File: src/rtl/reg_writeback.sv
// reg_writeback: write-side front end of the 32x32 register file.
//   Accepts ALU and load results over valid/ready, extends load data, queues
//   results in an in-order FIFO of DEPTH entries and retires one register-file
//   write per cycle, while tracking outstanding writes in a pending scoreboard.
// Ports:
//   clk, rst (async active-low)
//   alu_valid/alu_rd/alu_data -> alu_ready            ALU result input
//   mem_valid/mem_rd/mem_data/mem_size/mem_unsigned -> mem_ready   load input
//   issue_valid/issue_rd                                marks rd pending
//   rf_we/rf_rd/rf_data                                 register-file write
//   pending                                             outstanding-write mask
module reg_writeback #(
    parameter int DEPTH = 4
) (
    input  logic        clk,
    input  logic        rst,
    input  logic        alu_valid,
    input  logic [4:0]  alu_rd,
    input  logic [31:0] alu_data,
    output logic        alu_ready,
    input  logic        mem_valid,
    input  logic [4:0]  mem_rd,
    input  logic [31:0] mem_data,
    input  logic [1:0]  mem_size,
    input  logic        mem_unsigned,
    output logic        mem_ready,
    input  logic        issue_valid,
    input  logic [4:0]  issue_rd,
    output logic        rf_we,
    output logic [4:0]  rf_rd,
    output logic [31:0] rf_data,
    output logic [31:0] pending
);
    localparam int AW = $clog2(DEPTH);
    localparam int CW = $clog2(DEPTH + 1);
    logic [AW-1:0] wp_q, wp_d, rp_q, rp_d;
    logic [CW-1:0] count_q, count_d;
    logic [31:0]   pending_q, pending_d;
    logic [4:0]    rd_q   [DEPTH];
    logic [31:0]   data_q [DEPTH];
    logic          push_m, push_a, sx;
    logic [31:0]   mem_ext, set_m, clr_m;
    // Readiness uses the registered count only; a same-cycle pop earns no credit.
    assign mem_ready = count_q < CW'(DEPTH);
    assign alu_ready = mem_ready && (!mem_valid || count_q <= CW'(DEPTH - 2));
    // Destination x0 completes the handshake but never occupies a slot.
    assign push_m    = mem_valid && mem_ready && mem_rd != 5'd0;
    assign push_a    = alu_valid && alu_ready && alu_rd != 5'd0;
    assign sx        = !mem_unsigned && (mem_size == 2'd0 ? mem_data[7] : mem_data[15]);
    assign mem_ext   = mem_size == 2'd0 ? {{24{sx}}, mem_data[7:0]} :
                       mem_size == 2'd1 ? {{16{sx}}, mem_data[15:0]} : mem_data;
    assign rf_we     = count_q != '0;
    assign rf_rd     = rf_we ? rd_q[rp_q] : 5'd0;
    assign rf_data   = rf_we ? data_q[rp_q] : 32'd0;
    assign pending   = pending_q;
    always_comb begin
        wp_d      = wp_q + AW'(push_m) + AW'(push_a);
        rp_d      = rp_q + AW'(rf_we);
        count_d   = count_q + CW'(push_m) + CW'(push_a) - CW'(rf_we);
        set_m     = issue_valid ? 32'd1 << issue_rd : 32'd0;
        clr_m     = rf_we ? 32'd1 << rf_rd : 32'd0;
        // Applying the set after the clear makes a same-edge issue win.
        pending_d = ((pending_q & ~clr_m) | set_m) & ~32'd1;
    end
    always_ff @(posedge clk or negedge rst) begin
        if (!rst) begin
            wp_q      <= '0;
            rp_q      <= '0;
            count_q   <= '0;
            pending_q <= '0;
        end else begin
            wp_q      <= wp_d;
            rp_q      <= rp_d;
            count_q   <= count_d;
            pending_q <= pending_d;
        end
    end
    // The load entry is older, so it takes the first free slot.
    always_ff @(posedge clk) begin
        if (push_m) begin
            rd_q[wp_q]   <= mem_rd;
            data_q[wp_q] <= mem_ext;
        end
        if (push_a) begin
            rd_q[wp_q + AW'(push_m)]   <= alu_rd;
            data_q[wp_q + AW'(push_m)] <= alu_data;
        end
    end
endmodule

File: config.mk
export PLATFORM = sky130hd
export DESIGN_NAME = reg_writeback
export DESIGN_NICKNAME = d
export VERILOG_FILES = /design/src/rtl/reg_writeback.sv
export SDC_FILE = /design/constraint.sdc
export NUM_CORES = 1
export LEC_CHECK = 0
export ABC_AREA = 1
export BUFFER_PORTS_ARGS = -buffer_cell sky130_fd_sc_hd__buf_2
export CAP_MARGIN = 10
export CORE_ASPECT_RATIO = 1.2
export CORE_MARGIN = 1.5
export CORE_UTILIZATION = 45
export DETAILED_ROUTE_END_ITERATION = 16
export PLACE_DENSITY = 0.7
export RECOVER_POWER = 50
export SYNTH_ARGS = -nofsm -noshare
export SYNTH_HDL_FRONTEND = slang
export SYNTH_SLANG_ARGS = --single-unit
File: constraint.sdc
create_clock -name clk -period 6.35 [get_ports clk]
set_input_delay 0.635 -clock clk [delete_from_list [all_inputs] [get_ports clk]]
set_output_delay 0.635 -clock clk [all_outputs]
set_load 0.01 [all_outputs]
# Yosys cells after proc, flatten, opt, wreduce, memory -nomap -nowiden
# Memory sizes are Yosys's and may differ from the RTL's.
# Cells that the tools add are included.
classes:
  n_addsub: 6
  magnitude_cmp: 2
  eq_ne: 1
  shifts: 2
  muxes: 11
  n_bitwise: 3
  reduce_logical: 13
op_table:
  columns: ["cell", "count"]
  rows:
  - ["32-bit 2-to-1 mux", 5]
  - ["1-bit by 5-bit left shift with 32-bit output (first input constant)", 2]
  - ["32-bit bitwise AND", 1]
  - ["32-bit inverter", 1]
  - ["32-bit OR", 1]
  - ["5-bit nonzero test", 2]
  - ["2-bit by 1-bit adder with 2-bit output", 3]
  - ["3-bit by 1-bit adder with 3-bit output", 2]
  - ["1-bit logical AND", 6]
  - ["1-bit 2-to-1 mux", 5]
  - ["5-bit 2-to-1 mux", 1]
  - ["3-bit by 2-bit less-or-equal comparator with 1-bit output (second input constant)", 1]
  - ["3-bit less-than comparator (second input constant)", 1]
  - ["3-bit nonzero test", 1]
  - ["3-bit by 1-bit subtractor with 3-bit output", 1]
  - ["2-bit by 1-bit equality test with 1-bit output (second input constant)", 1]
  - ["1-bit zero test", 2]
  - ["2-bit zero test", 1]
  - ["1-bit logical OR", 1]
word_totals:
  register_bits: 38
  ram_bits: 148
  in_bits: 87
  out_inout_bits: 72
  memories: 2
memory_table:
  columns: ["name", "words", "width", "rd", "rd_ports_with_merged_regs", "write_ports", "line_no", "text"]
  rows:
  - ["data_q", 4, 32, 1, 0, 2, "40", "logic [31:0] data_q [DEPTH];"]
  - ["rd_q", 4, 5, 1, 0, 2, "39", "logic [4:0] rd_q [DEPTH];"]

# Logic depth before layout (Yosys ltp)
logic_depth:
  word_depth: 7
  depth_mapped: 14
  depth_no_buf: 12

# Worst setup path before layout
# No wires, ideal clock.
synth_timing:
  path_kind: "in2reg"
  from: "in mem_rd[2]"
  to: "mem data_q[1][0], enable pin"
  t_arrival_ns: 3.729
  t_required_ns: 5.867
  setup_slack_ns: 2.139
  stages: 5
  path_cell_list: "nor3_1 nand2_1 nand3_1 or2_2 o21ai_0"
synth_lines:
  columns: ["element", "line_no", "text"]
  rows:
  - ["start: declaration", "22", "input logic [4:0] mem_rd,"]
  - ["end: declaration", "40", null]

==> run_results.csv <==
group,metric,value,unit
run_status,status,"complete, but fails checks",
run_status,violations,"capacitance limit, slew limit",
detailed_routing,detailedRoute.firstPassIterationCount,6,
finish,areaGrowthSynthToFinish,13.18,%
detailed_routing,first_iter_violations,678,
worst_hold_path,worst_hold_startpoint,"pending[24]",
finish,multi_input_area,4227,µm²
logic_synthesis,yosysUniqueCellTypes,36,
logic_synthesis,post_synth_main_area_contributors,"sky130_fd_sc_hd__edfxtp_1 44%, sky130_fd_sc_hd__nand2_1 16%, sky130_fd_sc_hd__dfrtp_1 9.4%",
detailed_routing,top_signal_layer_used,"met4",
global_routing,vias_in_the_first_global_route,8582,
floorplanning,die-area,23490,µm²
floorplanning,num_io_pins,159,
logic_synthesis,synth_top_cell_area_share,43.75,%
critical_path,critical_path_source,"mem_rd[2]",
global_routing,grtUsageTotal,24.09,%
floorplanning,core_area,22300,µm²
critical_path,timing.reg2reg.setup_slack,1.51,ns
cts,post_cts_buffers,0,
finish,antenna_cells_inserted,0,
cts,clk_pin_slew_worst_paths,0.07,ns
detailed_routing,routedLengthMet1,11000,µm
floorplanning,num_rows,60,
critical_path,worst_path_largest_cell_delay,2.20,ns
critical_path,crit_family,"simple AND/OR/NAND/NOR gates",
sta,timing.clock.skew,0.01050,ns
cts,clockBufferDepth,2,
critical_path,worstSetupPathType,"primary input to flop",
critical_path,element_type_at_the_critical_path_start,"primary input",
power,vdd_drop_max,0.2518,mV
logic_synthesis,postSynthRegisterBits,186,
run,maxcap_viol_count,4,
sta,final-max-slew-violation-count,154,
finish,final_layout_size_suffix_gt1_share,14.45,%
critical_path,worstPathCellList,"buf_2 -> nor3_1 -> nand2_1 -> nand3_1 -> inv_1 -> ha_1 -> inv_1 -> nor2_1 -> nand2_2 -> nand2_2",
cts,clk_root_buffer_cell,"sky130_fd_sc_hd__clkbuf_16",
detailed_routing,vias,8908,
logic_synthesis,synth.yosys.seq_area_share,53.11,%
logic_synthesis,post_syn_instances,1237,
placed_design,postPlaceCellArea,10990,µm²
global_routing,grt_first_pass_wirelength,44530,µm
sta,timing.final.crit_share,78.25,%
sta,rsz_0062_raised_after_global_routing,"no",
logic_synthesis,yosysWarningCount,0,
global_routing,largest_net_degree_at_the_start_of_global_routing,87,
finish,mostFrequentLayoutCells,"441 x sky130_fd_sc_hd__nand2_1, 169 x sky130_fd_sc_hd__nand3_1, 149 x sky130_fd_sc_hd__nor2_1",
cts,numClockSinks,186,
placed_design,half_perimeter_wire_length_of_the_detailed_placement_result,17190,µm
placed_design,port_buffers,157,
power,cellPowerDensity,504.4,nW/µm²
detailed_routing,route.final.wire_length,27690,µm
finish,layout.cell_area.non_filler,11500,µm²
logic_synthesis,postSynthAreaPerCell,8.212,µm²
cts,cts_hold_buf,0,
cts,post_cts_resized,0,
logic_synthesis,syn-cell-area,10160,µm²
logic_synthesis,syn-num-nets,1331,
detailed_routing,routedWlPerCell,16.94,µm
sta,tightest_slew,3.002,ns
critical_path,worst_setup_path_end_kind,"flop",
cts,number_of_h_tree_levels,4,
finish,layout_commonest_cell,"sky130_fd_sc_hd__nand2_1",
critical_path,worstPathMaxFanout,37,
detailed_routing,avgViaCountPerCell,5.448,
cts,clock_latency,0.44,ns
critical_path,critical_path_cell_count,10,
sta,fin_hold_viols,0,
floorplanning,die_w,140.2,µm
sta,holdWs,0.4764,ns
critical_path,required,6.40,ns
critical_path,cp_data_arrival_time,5.02,ns
finish,nFillCells,2102,
floorplanning,chipHeight,167.6,µm
logic_synthesis,synth_top_cell_by_area,"sky130_fd_sc_hd__edfxtp_1",
worst_hold_path,min_delay_path_depth,2,
sta,final-setup-viol-count,0,
global_routing,antenna_found_initial,0,
critical_path,reg2reg_depth,8,
sta,maxClockFrequency,201.2,MHz
critical_path,timing.critical_path.buf_inv,3,
worst_hold_path,hold_path.class,"flop to flop",
cts,numCtsBuffers,17,
floorplanning,initial_core_util,45.56,%
finish,finalNetCount,1437,
detailed_routing,ant_nets,0,
sta,finalWorstPathRequiredPeriod,4.969,ns
detailed_routing,met3_wirelength,1630,µm
critical_path,slowest_stage,"sky130_fd_sc_hd__nor2_1",
detailed_routing,wl_met2,14190,µm
sta,tns,0,ns
detailed_routing,drc,0,
critical_path,r2r-start,"count_q[2]",
global_routing,grt_remaining_overflow,0,
finish,final-seq-area,5396,µm²
cts,tritoncts,"done",
placed_design,globalplace.congestion,0.8605,
sta,maxSlewHeadroom,-100.9,%
power,static-leakage-power,5.121,nW
-- per-layer routing --
metal,vias up,global-route usage (%)
met2,333,42.68
met5,-,0
li1,4326,-
met1,4196,29.05
met4,0,10.57
met3,53,3.546
-- synthesized netlist by cell type --
library cell,number
sky130_fd_sc_hd__nand4_1,12
sky130_fd_sc_hd__nor3_4,1
sky130_fd_sc_hd__edfxtp_1,148
sky130_fd_sc_hd__clkinv_1,1
sky130_fd_sc_hd__a21oi_1,32
sky130_fd_sc_hd__nand3_1,169
sky130_fd_sc_hd__inv_4,1
sky130_fd_sc_hd__o21ai_0,74
sky130_fd_sc_hd__xnor2_4,1
sky130_fd_sc_hd__nor2_1,145
sky130_fd_sc_hd__or2_2,1
sky130_fd_sc_hd__nor2_2,4
sky130_fd_sc_hd__nand3_2,1
sky130_fd_sc_hd__and2_1,2
sky130_fd_sc_hd__inv_2,10
sky130_fd_sc_hd__conb_1,1
sky130_fd_sc_hd__xnor2_1,1
sky130_fd_sc_hd__xor2_1,2
sky130_fd_sc_hd__ha_1,5
sky130_fd_sc_hd__nor2_4,4
sky130_fd_sc_hd__nor3_1,1
sky130_fd_sc_hd__dfrtp_1,38
sky130_fd_sc_hd__o21ai_1,15
sky130_fd_sc_hd__nor4_1,5
sky130_fd_sc_hd__or2_1,1
sky130_fd_sc_hd__nand2_1,446
sky130_fd_sc_hd__buf_1,8
sky130_fd_sc_hd__buf_6,2
sky130_fd_sc_hd__nand2_4,11
sky130_fd_sc_hd__buf_12,1
sky130_fd_sc_hd__buf_2,43
sky130_fd_sc_hd__clkbuf_1,15
sky130_fd_sc_hd__inv_1,22
sky130_fd_sc_hd__buf_4,11
sky130_fd_sc_hd__fa_1,2
sky130_fd_sc_hd__nor2_8,1
-- tightest hold or removal path: cells and delay by family, from the launching register on --
family	cells	cell delay, ns
simple gates	2	0.11
flops	1	0.34
-- logic make-up (layout without fill, tap and decap cells) --
logic type	Yosys count	after routing	share of synthesized area [%]
AO/OA/AOI/OAI	121	121	5.961
XOR/XNOR	4	4	0.5297
adder cells (fa/ha/maj)	7	7	1.010
buffers and inverters	114	233	5.481
flip-flops	186	186	53.11
other	1	1	0.03691
AND/OR/NAND/NOR	804	804	33.87
-- layout make-up --
cell class                 instances  share of cell area [%]
inverter                          34                   1.121
clock buffer                      22                   4.429
timing repair buffer             167                   7.052
sequential                       186                   46.94
multi-input combinational        937                   36.76
clock inverter                    10                  0.6638
tap                              279                   3.036
-- where the power goes --
group | leakage (nW) | switching (W) | internal, W
clock network | 0.296 | 0.000475 | 0.000579
registers | 1.81 | 0.000128 | 0.00185
logic | 3.02 | 0.00202 | 0.000745
-- worst paths after layout --
check	to
setup reg to reg	data_q[3][9]
hold / removal	pending[24]
setup / recovery	data_q[3][9]
hold reg to reg	pending[24]
max in group asynchronous	rp_q[0]
min in group asynchronous	pending[18]
-- metrics by stage --
stage | total power (W) | util (%) | cells | setup slack (ns)
floorplan | 0.003918 | - | 1237 | 2.139
global placement | 0.004774 | 49.28 | 1603 | 1.951
detailed placement | 0.004840 | 49.28 | 1603 | 1.902
CTS | 0.005884 | 51.91 | 1635 | 2.360
global route | 0.006199 | 51.57 | 1635 | 1.096
finish | 0.005799 | 51.57 | 1635 | 1.381
-- registers in the layout, indices dropped and copies added (netlist names) --
name	count
rd_q	20
rp_q	2
data_q	128
count_q	3
pending	31
wp_q	2
(Power assumes the default switching activity.)
